==> config.mk <==
export PLATFORM = sky130hd
export DESIGN_NAME = hazard_controller
export DESIGN_NICKNAME = d
export VERILOG_FILES = /design/src/rtl/hazard_controller.sv
export SDC_FILE = /design/constraint.sdc
export NUM_CORES = 1
export LEC_CHECK = 0
export CORE_UTILIZATION = 43
export CTS_BUF_LIST = sky130_fd_sc_hd__clkbuf_8
export DETAILED_ROUTE_END_ITERATION = 7
export PLACE_DENSITY = 0.85
export SLEW_MARGIN = 20
export SYNTH_ARGS = -nofsm -noshare
export SYNTH_HDL_FRONTEND = slang
export SYNTH_SLANG_ARGS = --single-unit
export TNS_END_PERCENT = 5
==> constraint.sdc <==
create_clock -name clk -period 2.1 [get_ports clk]
set_input_delay 0.42 -clock clk [delete_from_list [all_inputs] [get_ports clk]]
set_output_delay 0.42 -clock clk [all_outputs]
set_load 0.02 [all_outputs]
==> src/rtl/hazard_controller.sv <==
// Hazard and sequencing controller for the 5-stage pipeline: forwarding selects,
// load-use stalls, redirect flushes, memory-wait freeze with timeout, and event counters.
module hazard_controller #(
    parameter int unsigned WAIT_MAX = 16,
    parameter int unsigned CNT_W    = 16
) (
    input  logic             clk,
    input  logic             rst,
    input  logic [4:0]       Rs1D,
    input  logic [4:0]       Rs2D,
    input  logic [4:0]       Rs1E,
    input  logic [4:0]       Rs2E,
    input  logic [4:0]       RdE,
    input  logic [1:0]       ResultSrcE,
    input  logic             PCSrcE,
    input  logic [4:0]       RdM,
    input  logic             RegWriteM,
    input  logic             MemAccessM,
    input  logic             DmemReadyM,
    input  logic [4:0]       RdW,
    input  logic             RegWriteW,
    output logic [1:0]       ForwardAE,
    output logic [1:0]       ForwardBE,
    output logic             StallF,
    output logic             StallD,
    output logic             StallE,
    output logic             StallM,
    output logic             FlushD,
    output logic             FlushE,
    output logic             MemTimeout,
    output logic [CNT_W-1:0] CntLoadUse,
    output logic [CNT_W-1:0] CntFlush,
    output logic [CNT_W-1:0] CntMemWait
);

    localparam int unsigned WAIT_W = 8;

    typedef enum logic [1:0] {
        RUN      = 2'd0,
        MEM_WAIT = 2'd1,
        ERROR    = 2'd2
    } state_t;

    state_t            state, state_nxt;
    logic [WAIT_W-1:0] wait_cnt, wait_cnt_nxt;
    logic              mem_stall;
    logic              lw_stall;
    logic              lw_eff;
    logic              flush_eff;
    logic              unused_result_src;

    // Only bit0 of the result select identifies a load.
    assign unused_result_src = ResultSrcE[1];

    function automatic logic [1:0] fwd_sel(input logic [4:0] rs);
        if (RegWriteM && (RdM != 5'd0) && (RdM == rs))
            return 2'b10;
        else if (RegWriteW && (RdW != 5'd0) && (RdW == rs))
            return 2'b01;
        else
            return 2'b00;
    endfunction

    assign ForwardAE = fwd_sel(Rs1E);
    assign ForwardBE = fwd_sel(Rs2E);

    assign lw_stall = ResultSrcE[0] && (RdE != 5'd0) && ((RdE == Rs1D) || (RdE == Rs2D));

    always_ff @(posedge clk) begin
        if (rst) begin
            state    <= RUN;
            wait_cnt <= '0;
        end else begin
            state    <= state_nxt;
            wait_cnt <= wait_cnt_nxt;
        end
    end

    // Next state and memory-stall decode
    always_comb begin
        state_nxt    = state;
        wait_cnt_nxt = wait_cnt;
        mem_stall    = 1'b0;
        unique case (state)
            RUN: begin
                mem_stall = MemAccessM && !DmemReadyM;
                if (mem_stall) begin
                    state_nxt    = MEM_WAIT;
                    wait_cnt_nxt = WAIT_W'(1);
                end
            end
            MEM_WAIT: begin
                mem_stall = !DmemReadyM;
                if (DmemReadyM)
                    state_nxt = RUN;
                else if (wait_cnt == WAIT_W'(WAIT_MAX))
                    state_nxt = ERROR;
                else
                    wait_cnt_nxt = wait_cnt + WAIT_W'(1);
            end
            ERROR: mem_stall = 1'b1;
            default: state_nxt = RUN;
        endcase
    end

    // Stall/flush priority: memory freeze, then redirect, then load-use
    always_comb begin
        StallF    = 1'b0;
        StallD    = 1'b0;
        StallE    = 1'b0;
        StallM    = 1'b0;
        FlushD    = 1'b0;
        FlushE    = 1'b0;
        lw_eff    = 1'b0;
        flush_eff = 1'b0;
        if (mem_stall) begin
            StallF = 1'b1;
            StallD = 1'b1;
            StallE = 1'b1;
            StallM = 1'b1;
        end else if (PCSrcE) begin
            FlushD    = 1'b1;
            FlushE    = 1'b1;
            flush_eff = 1'b1;
        end else if (lw_stall) begin
            StallF = 1'b1;
            StallD = 1'b1;
            FlushE = 1'b1;
            lw_eff = 1'b1;
        end
    end

    assign MemTimeout = (state == ERROR);

    // Saturating event counters
    always_ff @(posedge clk) begin
        if (rst) begin
            CntLoadUse <= '0;
            CntFlush   <= '0;
            CntMemWait <= '0;
        end else begin
            if (lw_eff && (CntLoadUse != '1))
                CntLoadUse <= CntLoadUse + CNT_W'(1);
            if (flush_eff && (CntFlush != '1))
                CntFlush <= CntFlush + CNT_W'(1);
            if (mem_stall && (CntMemWait != '1))
                CntMemWait <= CntMemWait + CNT_W'(1);
        end
    end

endmodule

# After elaboration in Yosys (flattened, before gate mapping)
# Cells that the tools add are included.
[totals] n_memories=0 wordCells=69 romBits=0 inputBits=44 ff_bits=58 mem_bits_rw=0 output_inout_bits=59 latch_bits=0
[classes] n_lt_le_gt_ge=0 muxes=22 reduce_logical=21 addsub=4 mul=0 n_eq_ne=16 div_mod_pow=0 shifts=0 n_bitwise=1
[op_table] cell="$add 16x1->16 const B" count=3
[op_table] cell="$ne 16x16->1 const B" count=3
[op_table] cell="$eq 5x5->1" count=6
[op_table] cell="$mux 8" count=3
[op_table] cell="$pmux 8 s2" count=1
[op_table] cell="$reduce_bool 5->1" count=3
[op_table] cell="$logic_and 1x1->1" count=12
[op_table] cell="$mux 1" count=11
[op_table] cell="$mux 2" count=5
[op_table] cell="$add 8x1->8 const B" count=1
[op_table] cell="$eq 8x5->1 const B" count=1
[op_table] cell="$ne 2x2->1 const B" count=3
[op_table] cell="$pmux 2 s3" count=1
[op_table] cell="$reduce_and 4->1" count=1
[op_table] cell="$ne 3x3->1 const B" count=1
[op_table] cell="$pmux 1 s3" count=1
[op_table] cell="$reduce_and 3->1" count=1
[op_table] cell="$eq 2x1->1 const B" count=1
[op_table] cell="$eq 2x2->1 const B" count=1
[op_table] cell="$logic_not 2->1" count=1
[op_table] cell="$reduce_bool 2->1" count=1
[op_table] cell="$logic_not 1->1" count=1
[op_table] cell="$logic_or 1x1->1" count=1
[op_table] cell="$not 1->1" count=1

# Longest topological paths before layout
# Gate-level depths: netlist of run 1.
[depth] word_depth=7 ltp_mapped=8 ltp_nobuf=7

# Worst setup path after synthesis of run 1
# Ideal clock, no wire load.
[synth_timing] path_kind="input-to-output" startpoint="input RdM[1]" endpoint="output ForwardAE[0]" path_buffers=0 slack_ns=-0.357 required_time_ns=1.680 stages=4 t_arrival_ns=2.037 path_cell_list="or4_1 o21ai_0 nor4_1 nor4_1"
[synth_via] elab_chain_len=4 word_cells_on_any_way=5 cone_classes="eq/ne: 1; mux: 1; reduce/logical: 3"
[synth_rtl] element="start, declared" line_no="16" source="input logic [4:0] RdM,"
[synth_rtl] element="$reduce_bool 5->1" line_no="56" source="if (RegWriteM && (RdM != 5'd0) && (RdM == rs))"
[synth_rtl] element="$logic_and 1x1->1" line_no="56"
[synth_rtl] element="$logic_and 1x1->1 (*)" line_no="56"
[synth_rtl] element="$mux 2 (*)" line_no="56"
[synth_rtl] element="end, declared" line_no="22" source="output logic [1:0] ForwardAE,"
# Mark *: on every way between the ends. The rest lies on a longest branch, timed or not.

# Worst setup path after layout of run 1
# Same ends and word-level chain as after synthesis.

==> run_results.csv, run 1 <==
group,metric,value,unit
worst_setup_path,slowest_stage,"or4_4",
logic_synthesis,avgSynthCellArea,8.415,sq um
cts,clk_pin_slew,0.06,ns
worst_setup_path,critPathMaxStageDelay,0.54,ns
grt,grt_pass1_vias,3219,
worst_setup_path,cp_top_family,"simple AND/OR/NAND/NOR gates",
cells_and_area,fillers,629,
worst_setup_path,ff2ff_path_depth,8,
cts,clkLatencyLatePin,0.34,ns
sta,clock_skew,0.006084,ns
sta,rsz0062_at_grt,"yes",
pwr,p_int,1934,uW
sta,fmax,463.2,MHz
logic_synthesis,seq_area_frac_synth,36.41,%
cells_and_area,area_delta_synth_final,55.04,%
sta,relSlewSlack,63.83,%
logic_synthesis,syn_nets,428,
run_status,violations,"negative setup slack",
cts,h-tree-depth,3,
logic_synthesis,ys_async_sr_fraction,0,%
pwr,power.switching,629.4,uW
floorplan,ios,103,
floorplan,die_w,88.12,um
worst_setup_path,cp_data_required_time,1.68,ns
logic_synthesis,synth_top_area_share,36.41,%
worst_setup_path,reg2reg_from,"state[1]",
placed_design,post-dp-hpwl,6420,um
sta,whs,0.4193,ns
grt,grt_max_degree,37,
grt,overflow,0,
logic_synthesis,ys_ff_latch,58,
routing,drt_first_pass_iters,4,
grt,grt_pass1_wl,14450,um
worst_setup_path,cp_max_fo,2,
pwr,ir_drop,0.4240,mV
logic_synthesis,syn-cell-area,3189,sq um
floorplan,start_util,44.21,%
cells_and_area,final_layout_size_suffix_gt1_share,24.53,%
worst_setup_path,endpoint_kind,"output pin",
pwr,sw_frac_of_total,24.55,%
sta,hold_violations,0,
pwr,leakage,0.001960,uW
worst_setup_path,r2r_setup_slack,0.09,ns
logic_synthesis,synth_area_leader_cell,"dfxtp_1",
pwr,power_frac_seq,43.8,%
cts,cts_buffers,9,
pwr,power,2563,uW
logic_synthesis,ys_types,49,
sta,fin_crit,2.159,ns
cts,clockBufferDepth,2,
routing,drc,0,
run_status,outcome,"finished with violations",
logic_synthesis,synth_edf_count,0,
min_path,hold_depth,4,
pwr,clock_power_share,41.5,%
cells_and_area,nNetsFinal,575,
cts,clock_sinks,58,
job,cap_viol_max_count,0,
placed_design,io_buffers,101,
min_path,min_from,"DmemReadyM",
worst_setup_path,criticalPathCategory,"in2out",
sta,setup_ws,-0.05872,ns
cts,cts_tree,"yes",
routing,vias_per_cell,5.240,
cts,cts-root-buf,"clkbuf_8",
floorplan,die_h,88.12,um
placed_design,place.gp.congestion,0.8406,
logic_synthesis,yosysWarnings,0,
worst_setup_path,cp.arrival,1.74,ns
routing,wire_per_inst,14.24,um
worst_setup_path,crit_start,"RdM[1]",
grt,gr-usage-all-layers,23.84,%
min_path,min_path_type,"in2reg",
routing,antenna_left,0,
routing,drtIter0Drc,115,
sta,tightest_slew,0.5350,ns
sta,setup_viol,2,
worst_setup_path,r2r_end,"CntLoadUse[14]",
pwr,pwr-share-comb,14.7,%
logic_synthesis,synth_area_leaders,"dfxtp_1 36%, xor2_1 12%, xnor2_1 7.4%",
worst_setup_path,cp_num_buf_inv,2,
floorplan,core,7214,sq um
logic_synthesis,syn_inst,379,
worst_setup_path,crit_path_start_kind,"input pin",
logic_synthesis,synth_most_common_cell,"dfxtp_1",
routing,drt-total-wl,8960,um
floorplan,row_count,31,
grt,antenna_found_initial,0,
cells_and_area,antennaDiodeCount,0,
min_path,hold_end,"state[1]",
logic_synthesis,ys.flop_type,"dfxtp_1",
routing,vias,3296,
worst_setup_path,path_cells,"buf_6 > or4_4 > o21ai_4 > nor4_4 > nor4_2 > buf_4",
sta,post-route-period-util,102.8,%
sta,maxSlewViolCount,0,
pwr,power-per-cell-area,518.4,nW/um^2
logic_synthesis,synthTopCellsByCount,"58 x dfxtp_1, 57 x nor2_1, 42 x xor2_1, 38 x nand3_1, 27 x xnor2_1",
floorplan,die-area,7765,sq um
==> through the flow <==
stage                     std cells  setup slack [ns]  area, sq um  TNS, ns  utilization [%]
after floorplan                 379           -0.1532         3202  -0.5772                -
after global placement          610           -0.8807         4593   -12.40            63.67
after detailed placement        610            -1.016         4593   -14.57            63.67
after CTS                       629          -0.08573         4845  -0.3475            67.15
after global routing            629          -0.08827         4945  -0.2740            68.54
final                           629          -0.05872         4945  -0.1083            68.54
==> per-layer routing <==
metal	vias to the layer above	global-route usage, %	share of wire, %
li1	1628	-	-
met1	1561	25.53	39
met2	82	43.62	53
met3	25	5.655	4.4
met4	0	12.02	2.7
met5	-	0	0
==> worst min-delay path: stages <==
cell and delay (ns):
dlymetal6s2s_1 0.11, nor2_1 0.06, nand3_1 0.06, a21oi_1 0.06
==> repair_timing <==
item,in CTS,in global routing
pin swaps,18,22
resized for setup,140,37
setup buffers,4,1
setup endpoints to repair,16,22
hold endpoints to repair,0,0
hold buffers,0,0
==> worst max-delay path by stage <==
stage,to,depth (start not counted)
floorplan,ForwardAE[0],4
global placement,ForwardBE[0],6
detailed placement,ForwardBE[0],6
CTS,ForwardAE[0],6
global route,ForwardAE[0],6
finish,ForwardAE[0],6
==> cell usage in the layout (no fill, tap or decap), types with 12 or more instances in the layout <==
master | netlist | routed
xor2_1 | 42 | 42
nor2_1 | 57 | 56
nand4_1 | 13 | 13
clkdlybuf4s50_1 | 0 | 53
xnor2_1 | 27 | 26
dfxtp_1 | 58 | 56
nand2_1 | 22 | 22
buf_6 | 1 | 13
buf_4 | 2 | 43
clkbuf_8 | 1 | 12
nand3_1 | 38 | 37
==> final cells by class <==
| cell class | instances | area (sq um) | share of cell area, % |
|---|---|---|---|
| multi-input combinational | 300 | 2085 | 42.16 |
| timing repair buffer | 147 | 1329 | 26.87 |
| sequential | 58 | 1164 | 23.53 |
| clock buffer | 12 | 165.2 | 3.340 |
| tap | 99 | 123.9 | 2.505 |
| inverter | 10 | 40.04 | 0.8097 |
| clock inverter | 3 | 38.79 | 0.7844 |
==> state kept, by name, indices dropped and copies added (netlist names) <==
register	count
CntMemWait	16
CntFlush	16
CntLoadUse	16
wait_cnt	8
state	2
==> cell families (layout without fill, tap and decap cells) <==
kind of cell    count (synthesis)  after routing  synth area share, %
compound gates                 35             35                7.572
xor+xnor                       69             69                18.95
mux                             4              4                1.334
fa+ha+maj                       5              5                1.962
buf+inv                        21            172                3.335
simple gates                  187            187                30.44
flops                          58             58                36.41
==> power groups by stage <==
stage / Sequential, uW / Clock, uW / Combinational (uW)
after global routing: 1120 / 1130 / 408
final: 1120 / 1060 / 377
after CTS: 1120 / 1080 / 371
after floorplan: 1150 / 0 / 150
after global placement: 1140 / 0 / 350
after detailed placement: 1150 / 0 / 362
Power figures use the tool's default switching activity.
==> run 2: changes to the inputs <==
- ABC_CLOCK_PERIOD_IN_PS: not set -> 2100
- CAP_MARGIN: not set -> 20
==> results of run 2 <==
Same layout as run 1: the final DEF is identical, and so are final timing and power.
